## src/rtl/majority_filter.sv

```systemverilog
// majority_filter
//   Collects samples in groups of three and presents the majority value of
//   each group, plus a flag that is set when the three samples disagree.
//   Also keeps a saturating count of delivered groups that disagreed.
//
// Ports
//   clk       : single clock, rising edge
//   reset     : asynchronous active-low reset
//   clear     : synchronous clear of group state and error counter
//   in_val    : upstream sample valid
//   in_rdy    : block can accept a sample this cycle
//   in_bit    : sample value
//   out_val   : result of a completed 3-sample group is available
//   out_rdy   : downstream accepts the result
//   out_bit   : majority value of the group (0 unless out_val)
//   out_err   : group samples were not unanimous (0 unless out_val)
//   err_count : saturating count of non-unanimous groups delivered
module majority_filter #(
    parameter int unsigned CNT_W = 8
) (
    input  logic             clk,
    input  logic             reset,
    input  logic             clear,
    input  logic             in_val,
    output logic             in_rdy,
    input  logic             in_bit,
    output logic             out_val,
    input  logic             out_rdy,
    output logic             out_bit,
    output logic             out_err,
    output logic [CNT_W-1:0] err_count
);

    localparam logic [1:0] S0   = 2'd0;
    localparam logic [1:0] S1   = 2'd1;
    localparam logic [1:0] S2   = 2'd2;
    localparam logic [1:0] HOLD = 2'd3;

    logic [1:0] state;
    logic       s0, s1, s2;
    logic       in_xfer, out_xfer;
    logic       maj, unanimous;

    // Handshake flags decode only from registered state.
    assign in_rdy   = (state != HOLD);
    assign out_val  = (state == HOLD);
    assign in_xfer  = in_val & in_rdy;
    assign out_xfer = out_val & out_rdy;

    assign maj       = (s0 & s1) | (s1 & s2) | (s0 & s2);
    assign unanimous = (s0 == s1) && (s1 == s2);

    // Results are masked outside HOLD so stale samples never leak out.
    assign out_bit = out_val & maj;
    assign out_err = out_val & ~unanimous;

    always_ff @(posedge clk or negedge reset) begin
        if (!reset) begin
            state     <= S0;
            s0        <= 1'b0;
            s1        <= 1'b0;
            s2        <= 1'b0;
            err_count <= '0;
        end else if (clear) begin
            // Clear wins over any transfer in the same cycle.
            state     <= S0;
            s0        <= 1'b0;
            s1        <= 1'b0;
            s2        <= 1'b0;
            err_count <= '0;
        end else begin
            case (state)
                S0: if (in_xfer) begin
                    s0    <= in_bit;
                    state <= S1;
                end
                S1: if (in_xfer) begin
                    s1    <= in_bit;
                    state <= S2;
                end
                S2: if (in_xfer) begin
                    s2    <= in_bit;
                    state <= HOLD;
                end
                HOLD: if (out_xfer) begin
                    state <= S0;
                    if (!unanimous && (err_count != '1))
                        err_count <= err_count + CNT_W'(1);
                end
                default: state <= S0;
            endcase
        end
    end

endmodule
```

## config.mk

```make
export PLATFORM = sky130hd
export DESIGN_NAME = majority_filter
export DESIGN_NICKNAME = d
export VERILOG_FILES = /design/src/rtl/majority_filter.sv
export SDC_FILE = /design/constraint.sdc
export NUM_CORES = 1
export LEC_CHECK = 0
export BUFFER_PORTS_ARGS = -buffer_cell sky130_fd_sc_hd__buf_2
export CAP_MARGIN = 20
export CORE_MARGIN = 3
export CORE_UTILIZATION = 55
export CTS_BUF_LIST = sky130_fd_sc_hd__clkbuf_8 sky130_fd_sc_hd__clkbuf_16
export DETAILED_ROUTE_END_ITERATION = 7
export GPL_TIMING_DRIVEN = 0
export PLACE_DENSITY = 0.81
export REMOVE_ABC_BUFFERS = 1
export SYNTH_ARGS = -nofsm -noshare
export SYNTH_HDL_FRONTEND = slang
export SYNTH_SLANG_ARGS = --single-unit
export TNS_END_PERCENT = 10
```

## constraint.sdc

```tcl
create_clock -name clk -period 5.1 [get_ports clk]
set_clock_uncertainty 0.15 [all_clocks]
set_input_delay 0.765 -clock clk [delete_from_list [all_inputs] [get_ports clk]]
set_output_delay 0.765 -clock clk [all_outputs]
set_load 0.01 [all_outputs]
```

Word-level counts from Yosys, hierarchy flattened
Index checks and enable logic that the tools add are counted.

cells by class
  add/subtract/negate cells = 1
  equality and inequality tests = 11
  multiplexer cells = 17
  bitwise logic cells = 10
  reduce and logical (&&, ||, !) cells = 16

operators with widths
  cell                                                   number
  two-way mux 8 bit                                      4
  nonzero test 2 bit                                     7
  two-way mux 2 bit                                      5
  inequality test 3 bit, second input constant           3
  adder 8 x 1 -> 8 bit, second input constant            1
  inequality test 8 bit, second input constant           1
  case mux 2 bit (4 select lines)                        1
  bitwise AND 1 bit                                      7
  two-way mux 1 bit                                      7
  AND reduction 2 bit                                    3
  equality test 2 bit, second input constant             2
  AND reduction 4 bit                                    1
  inequality test 3 x 2 -> 1 bit, second input constant  1
  AND reduction 3 bit                                    1
  equality test 1 bit                                    2
  equality test 2 x 1 -> 1 bit, second input constant    1
  logical AND 1 bit                                      2
  zero test 2 bit                                        1
  inequality test 2 bit, second input constant           1
  OR 1 bit                                               2
  zero test 1 bit                                        1
  NOT 1 bit                                              1

storage, ports and cells
  register bits after elaboration = 13
  input bits = 6
  output and inout port bits = 12
  logic and storage cells = 60

Longest topological paths before layout
Gate-level depths: netlist (run 1).

  word-level depth = 8
  mapped depth = 6
  gate-level depth less buffers = 6

Least setup slack after synthesis (run 1)
No wires, ideal clock.

  path type = input to register
  start = in out_rdy
  end = reg err_count[7]
  library setup time = 0.125 ns
  arrival time = 1.713 ns
  required time = 4.825 ns
  slack = 3.111 ns
  stages on the path = 5
  path buffers = 1
  cells stage by stage = o211ai_1 o21bai_4 buf_6 nor4_2 mux2_4

on the way
  cells in the longest elaborated chain, start to end = 3

ends and longest elaborated chain
  element                               line  RTL
  start: declaration                    28    input logic out_rdy,
  bitwise AND 1 bit                     48    assign out_xfer = out_val & out_rdy;
  nonzero test 2 bit (no source line)   --
  AND reduction 3 bit (no source line)  --
  end signal: assignment                88    err_count <= err_count + CNT_W'(1);
  end: declaration                      31    output logic [CNT_W-1:0] err_count

No other way between the ends.
A chain may end at the register's enable or synchronous reset.

Worst setup path in the final report (run 1)
  start = reg s1
  end = out out_err

on the way
  cells in the longest elaborated chain, start to end = 4
  elaborated cells between the ends (all ways) = 5
  classes of those cells = eq/ne: 2; bitwise: 2; reduce/logical: 1

ends and longest elaborated chain
  element                   line  RTL
  start: declaration        40    logic s0, s1, s2;
  start signal: assignment  78    s1 <= in_bit;
  equality test 1 bit       51    assign unanimous = (s0 == s1) && (s1 == s2);
  logical AND 1 bit (*)     51
  NOT 1 bit (*)             55    assign out_err = out_val & ~unanimous;
  bitwise AND 1 bit (*)     55
  end: declaration          30    output logic out_err,

Every way passes the cells marked *; elsewhere a longest branch is shown, timed or not.

==> summary.md, run 1 <==
| Metric | Value |
|---|---|
| Sum Neg Setup Slack | 0 ns |
| TritonCTS Buffers | 3 |
| Layout cells sized above 1 | 24.27% |
| Cells along the critical path | ha_1 -> nor2_1 -> nor2_1 -> buf_2 |
| Slew at the pin closest to its max-slew limit | 0.3340 ns |
| Pre-CTS WS | 3.002 ns |
| Core area | approximately 1300 um2 |
| Cells after Synth | between 80 and 90 |
| Die Y | 44.16 um |
| Vias per cell | 5.636 |
| Initial Utilization | 60.04% |
| Crit share post-route | 42.62% |
| Number of routed nets with antenna violations | 0 |
| Fmax | approximately 460 MHz |
| Peak supply drop | 294.0 uV |
| Yosys warns | 0 |
| Postcts setup bufs | 0 |
| Critical path type | flip-flop to primary output |
| Post-route setup slack | between 2 and 3 ns |
| Status | completed |
| Flop-to-flop setup slack | 3.13 ns |
| IO Count | 18 |
| CTS sink count | 13 |
| Final Power | 0.2996 mW |
| GRT Residual Overflow | 0 |
| Final instance area | just over 900 um2 |
| Reg clk slew, reported paths | 0.05 ns |
| CTS tree | yes |
| CP max stage cell | dfrtp_1 |
| Worst hold path type | input port to async pin |
| Post-layout util | 70.08% |
| WHS | roughly 0.25 ns |
| Cell Pwr Density | 320.5 nW/um2 |
| Final Critical Period | 2.174 ns |
| Largest net degree at the start of global routing | 17 |
| I/O Buffers | 17 |
| Post_cts resized | 0 |
| Most repeated library cell on the critical path | nor2_1 |
| Syn_area_per_cell | roughly 9.5 um2 |
| Clock root cell | clkbuf_8 |
| Type of origin of the critical path | flip-flop |
| DR DRC count | 0 |
| Post-detail-place hpwl | 1097 um |
| Worst Path Arrival | about 1.3 ns |
| Non-Filler Instances | 118 |
| Drt wl/cell | 12.34 um |
| DR iter-0 viols | 6 |
| Die area | roughly 2000 um2 |
| Row cnt | 13 |
| Die Wd | between 40 and 50 um |
| Cells after DPL | ~110 |
| Crit Path Max Fanout | 3 |
| Sequential area share after synthesis | between 40% and 50% |
| Netlist cell types | 26 |
| Dpl cell area | 889.6 um2 |
| Slew Limit Fails | 0 |
| Worst-Skew Late Latency | 0.24 ns |
| H-tree depth | 1 |
| Headroom to the max-slew limit | just under 80% |
| Nets@finish | 117 |
| Mapped cell area | 800.8 um2 |
| #FFs+latches synth | 13 |
| LEAKAGE | roughly 0.45 nW |
| Placer Congestion | 0.7305 |
| Vias | ~670 |
| Unrepaired setup endpoints after global routing | false |
| Most common cell after layout, fill and taps aside | buf_2 |
| All-Layer GR Usage | 18.20% |
| Worst Path Required | 4.18 ns |
| First-pass GRT wire length | 2594 um |
| Final hold vios | 0 |
| Maxcap violations | 0 |
| Slowest stage delay, CP | 0.40 ns |
| Drt first pass iters | 2 |
| Cts hold-fix bufs | 0 |
| Max Root-Sink Buffers | 2 |
| Vias in the first global route | 627 |
| Final setup vio count | 0 |
| Diodes inserted | 0 |
| Initial antenna violation count | 0 |
| Most frequent cells in the layout | buf_2 (17), dfrtp_1 (13), nor2_1 (8), a21oi_1 (8) |
| WL final | 1456 um |
| Area growth syn-to-layout | 16.72% |
| Type of destination of the critical path | primary output |
## metal layers
metal  global-route usage, %  part of all wire, %  up-vias
met2                   27.33                   46       11
li1                        -                    -      333
met3                   7.317                  4.9        2
met1                   22.82                   48      319
met5                       0                    0        -
met4                   8.434                 0.76        0
## Yosys cell counts
cell type,n,share of area (%)
a211oi_1,1,0.94
a21boi_1,1,0.94
a21oi_1,8,5.0
buf_6,1,1.4
clkbuf_1,1,0.47
dfrtp_1,13,41
ha_1,7,11
inv_1,6,2.8
mux2_2,1,1.4
mux2_4,1,1.9
mux2i_1,2,2.5
nand2_1,7,3.3
nand2b_1,2,1.6
nand3_1,6,3.8
nand4_2,1,1.6
nor2_1,8,3.8
nor2b_1,2,1.6
nor3_1,1,0.62
nor4_2,1,1.6
o211ai_1,1,0.94
o21ai_0,3,1.9
o21bai_4,1,2.3
o31ai_1,3,2.8
or3_1,2,1.6
or4_1,3,2.8
xor2_1,1,1.1
## report_power, final
| group | total (mW) | internal, mW | switching (mW) |
|---|---|---|---|
| sequential | 0.125 | 0.114 | 0.0107 |
| combinational | 0.0870 | 0.0383 | 0.0488 |
| clock | 0.0879 | 0.0530 | 0.0349 |
## area by class of cell
type / count / area, um2
fillers: 116 / 399.1
clock inverters: 1 / 3.754
inverters: 6 / 22.52
clock buffers: 3 / 41.29
repair buffers: 17 / 85.08
flip-flops and latches: 13 / 325.3
well taps: 15 / 18.77
multi-input cells: 63 / 437.9
## cell families after synthesis
logic type | share of synthesized area [%]
AO/OA/AOI/OAI | 14.84
XOR/XNOR | 1.094
adder cells (fa/ha/maj) | 10.94
buffers and inverters | 4.687
flip-flops | 40.62
multiplexers | 5.781
AND/OR/NAND/NOR | 22.03
## sequential cells by signal, summed over array words and instances (netlist names)
register,cells
err_count,8
state,2
s2,1
s1,1
s0,1
## worst max-delay path: cells and delay by family, from the launching register on
| kind | cells | cell delay (ns) |
|---|---|---|
| fa+ha+maj | 1 | 0.33 |
| buf+inv | 1 | 0.13 |
| flops | 1 | 0.40 |
| simple gates | 2 | 0.15 |
## final timing paths
path | from | to | cells past startpoint
max | s1 | out_err | 4
min | reset | err_count[5] | 1
max reg2reg | s1 | err_count[5] | 5
min reg2reg | s2 | s2 | 2
max in group asynchronous | reset | err_count[3] | 1
min in group clk | s2 | s2 | 2
No activity file was read; power rests on OpenSTA's default activity.
==> inputs of run 2 (changes only) <==
--- a/config.mk
+++ b/config.mk
@@ -8,11 +8,11 @@
 export BUFFER_PORTS_ARGS = -buffer_cell sky130_fd_sc_hd__buf_2
 export CAP_MARGIN = 20
 export CORE_MARGIN = 3
-export CORE_UTILIZATION = 55
+export CORE_UTILIZATION = 51
 export CTS_BUF_LIST = sky130_fd_sc_hd__clkbuf_8 sky130_fd_sc_hd__clkbuf_16
 export DETAILED_ROUTE_END_ITERATION = 7
 export GPL_TIMING_DRIVEN = 0
-export PLACE_DENSITY = 0.81
+export PLACE_DENSITY = 0.76
 export REMOVE_ABC_BUFFERS = 1
 export SYNTH_ARGS = -nofsm -noshare
 export SYNTH_HDL_FRONTEND = slang
==> constraint.sdc (replaced) <==
create_clock -name clk -period 2.1 [get_ports clk]
set_clock_uncertainty 0.15 [all_clocks]
set_input_delay 0.315 -clock clk [delete_from_list [all_inputs] [get_ports clk]]
set_output_delay 0.315 -clock clk [all_outputs]
set_load 0.01 [all_outputs]
==> run 2 against run 1 <==
Clock power grew 140%. Worst hold slack lost 0.037 ns. Power rose by 140%. Utilization decreased by 1.7 points. Largest cell class unchanged.
==> summary.md, run 2 (same netlist as run 1, synthesis figures left out) <==
| Metric | Value |
|---|---|
| Status | completed (unchanged) |
| Clock root cell | clkbuf_8 (unchanged) |
| Vias in the first global route | 589 (was 627) |
| Type of origin of the critical path | flip-flop (unchanged) |
| Drt wl/cell | 12.43 um (was 12.34 um) |
| GRT Residual Overflow | 0 (unchanged) |
| First-pass GRT wire length | 2490 um (was 2594 um) |
| Maxcap violations | 0 (unchanged) |
| Final hold vios | 0 (unchanged) |
| LEAKAGE | 0.4582 nW (was 0.4540 nW) |
| CTS tree | yes (unchanged) |
| Vias per cell | 5.521 (was 5.636) |
| Post-route setup slack | 0.1361 ns (was 2.926 ns) |
| Placer Congestion | 0.6998 (was 0.7305) |
| Final instance area | 944.7 um2 (was 934.6 um2) |
| Reg clk slew, reported paths | 0.05 ns (about the same) |
| Most frequent cells in the layout | buf_2 (17), dfrtp_1 (13), nor2_1 (8), a21oi_1 (8) (unchanged) |
| Headroom to the max-slew limit | 76.48% (was 77.69%) |
| Slew at the pin closest to its max-slew limit | 0.3521 ns (was 0.3340 ns) |
| Slew Limit Fails | 0 (unchanged) |
| Cell Pwr Density | 772.4 nW/um2 (was 320.5 nW/um2) |
| Layout cells sized above 1 | 24.04% (was 24.27%) |
| Die Y | 45.63 um (was 44.16 um) |
| Final setup vio count | 0 (unchanged) |
| Drt first pass iters | 4 (was 2) |
| All-Layer GR Usage | 16.52% (was 18.20%) |
| Worst Path Arrival | 1.93 ns (was 1.26 ns) |
| Core area | 1383 um2 (was 1334 um2) |
| Fmax | 509.2 MHz |
| Final Critical Period | 1.964 ns |
| Non-Filler Instances | 119 (was 118) |
| Most common cell after layout, fill and taps aside | buf_2 (unchanged) |
| Crit Path Max Fanout | 12 (was 3) |
| I/O Buffers | 17 (unchanged) |
| Cells after DPL | 114 (unchanged) |
| Worst hold path type | input port to flip-flop (was input port to async pin) |
| Peak supply drop | 629.5 uV (was 294.0 uV) |
| Max reg flops | 8 (unchanged) |
| Post-layout util | 68.33% (was 70.08%) |
| Pre-CTS WS | 0.1445 ns (was 3.002 ns) |
| Diodes inserted | 0 (unchanged) |
| Largest net degree at the start of global routing | 17 (unchanged) |
| Post-detail-place hpwl | 1131 um (was 1097 um) |
| Largest regs | err_count x8, state x2 (unchanged) |
| Critical path type | flip-flop to flip-flop (was flip-flop to primary output) |
| Initial antenna violation count | 0 (unchanged) |
| Nets@finish | 118 (was 117) |
| Max Root-Sink Buffers | 2 (unchanged) |
| Postcts setup bufs | 0 (unchanged) |
| Unrepaired setup endpoints after global routing | false (unchanged) |
| Worst Path Required | 2.07 ns (was 4.18 ns) |
| Number of routed nets with antenna violations | 0 (unchanged) |
| Die Wd | 45.63 um (was 44.16 um) |
| H-tree depth | 1 (unchanged) |
| Initial Utilization | 57.92% (was 60.04%) |
| Crit share post-route | 93.52% |
| Dpl cell area | 889.6 um2 (unchanged) |
| Area growth syn-to-layout | 17.97% (was 16.72%) |
| DR DRC count | 0 (unchanged) |
| Die area | 2082 um2 (was 1950 um2) |
| Worst-Skew Late Latency | 0.24 ns (about the same) |
| Type of destination of the critical path | flip-flop (was primary output) |
| Sum Neg Setup Slack | 0 ns (unchanged) |
| DR iter-0 viols | 18 (was 6) |
| Row cnt | 13 (unchanged) |
| CTS sink count | 13 (unchanged) |
| WL final | 1479 um (was 1456 um) |
| Reg with most FFs | err_count (unchanged) |
| IO Count | 18 (unchanged) |
| TritonCTS Buffers | 3 (unchanged) |
| Vias | 657 (was 665) |
==> run 2: routing by layer <==
metal  track usage (%)  vias to the layer above  routed length, um
li1                  -                      337                  -
met1             23.21                      306                727
met2             24.23                       14                674
met3             5.929                        0                 77
met4             3.509                        0                  0
met5                 0                        -                  0
==> run 2: critical path, stage by stage (launching register included) <==
cell and delay [ns]:
dfrtp_1 0.40, ha_1 0.31, o211ai_1 0.12, o21bai_4 0.25, nor4_2 0.29, mux2_4 0.33
==> run 2: area by class of cell <==
| class | instances | area, um2 |
|---|---|---|
| clock buffer | 3 | 41.29 |
| tap | 15 | 18.77 |
| clock inverter | 1 | 3.754 |
| multi-input combinational | 63 | 437.9 |
| fill | 120 | 437.9 |
| timing repair buffer | 18 | 95.09 |
| inverter | 6 | 22.52 |
| sequential | 13 | 325.3 |
==> run 2: what timing repair did <==
item	in CTS	in global routing
hold buffers	1	0
hold endpoints to repair	13	0
gates resized for setup	0	0
==> run 2: final timing paths <==
| check | from | to | slack, ns | cells past startpoint |
|---|---|---|---|---|
| max reg2reg | s1 | err_count[7] | 0.14 | 5 |
| min | in_bit | s2 | 0.21 | 3 |
| max | s1 | err_count[7] | 0.14 | 5 |
| min reg2reg | s2 | s2 | 0.41 | 2 |
| min in group asynchronous | reset | err_count[4] | 0.35 | 2 |
| max in group asynchronous | reset | err_count[5] | 1.23 | 2 |
==> run 2: through the flow <==
stage / hold slack, ns / power, mW
after floorplan: -0.1306 / 0.4624
after global placement: 0.06358 / 0.5142
after detailed placement: 0.06383 / 0.5272
after CTS: 0.2071 / 0.7409
after global routing: 0.2281 / 0.7846
final: 0.2136 / 0.7297
==> run 2: power breakdown <==
part | total [mW] | internal, mW | switching [mW] | leakage, nW
Combinational | 0.221 | 0.0951 | 0.125 | 0.252
Sequential | 0.302 | 0.277 | 0.0253 | 0.179
Clock | 0.207 | 0.128 | 0.0786 | 0.0269
Total | 0.730 | 0.500 | 0.229 | 0.458
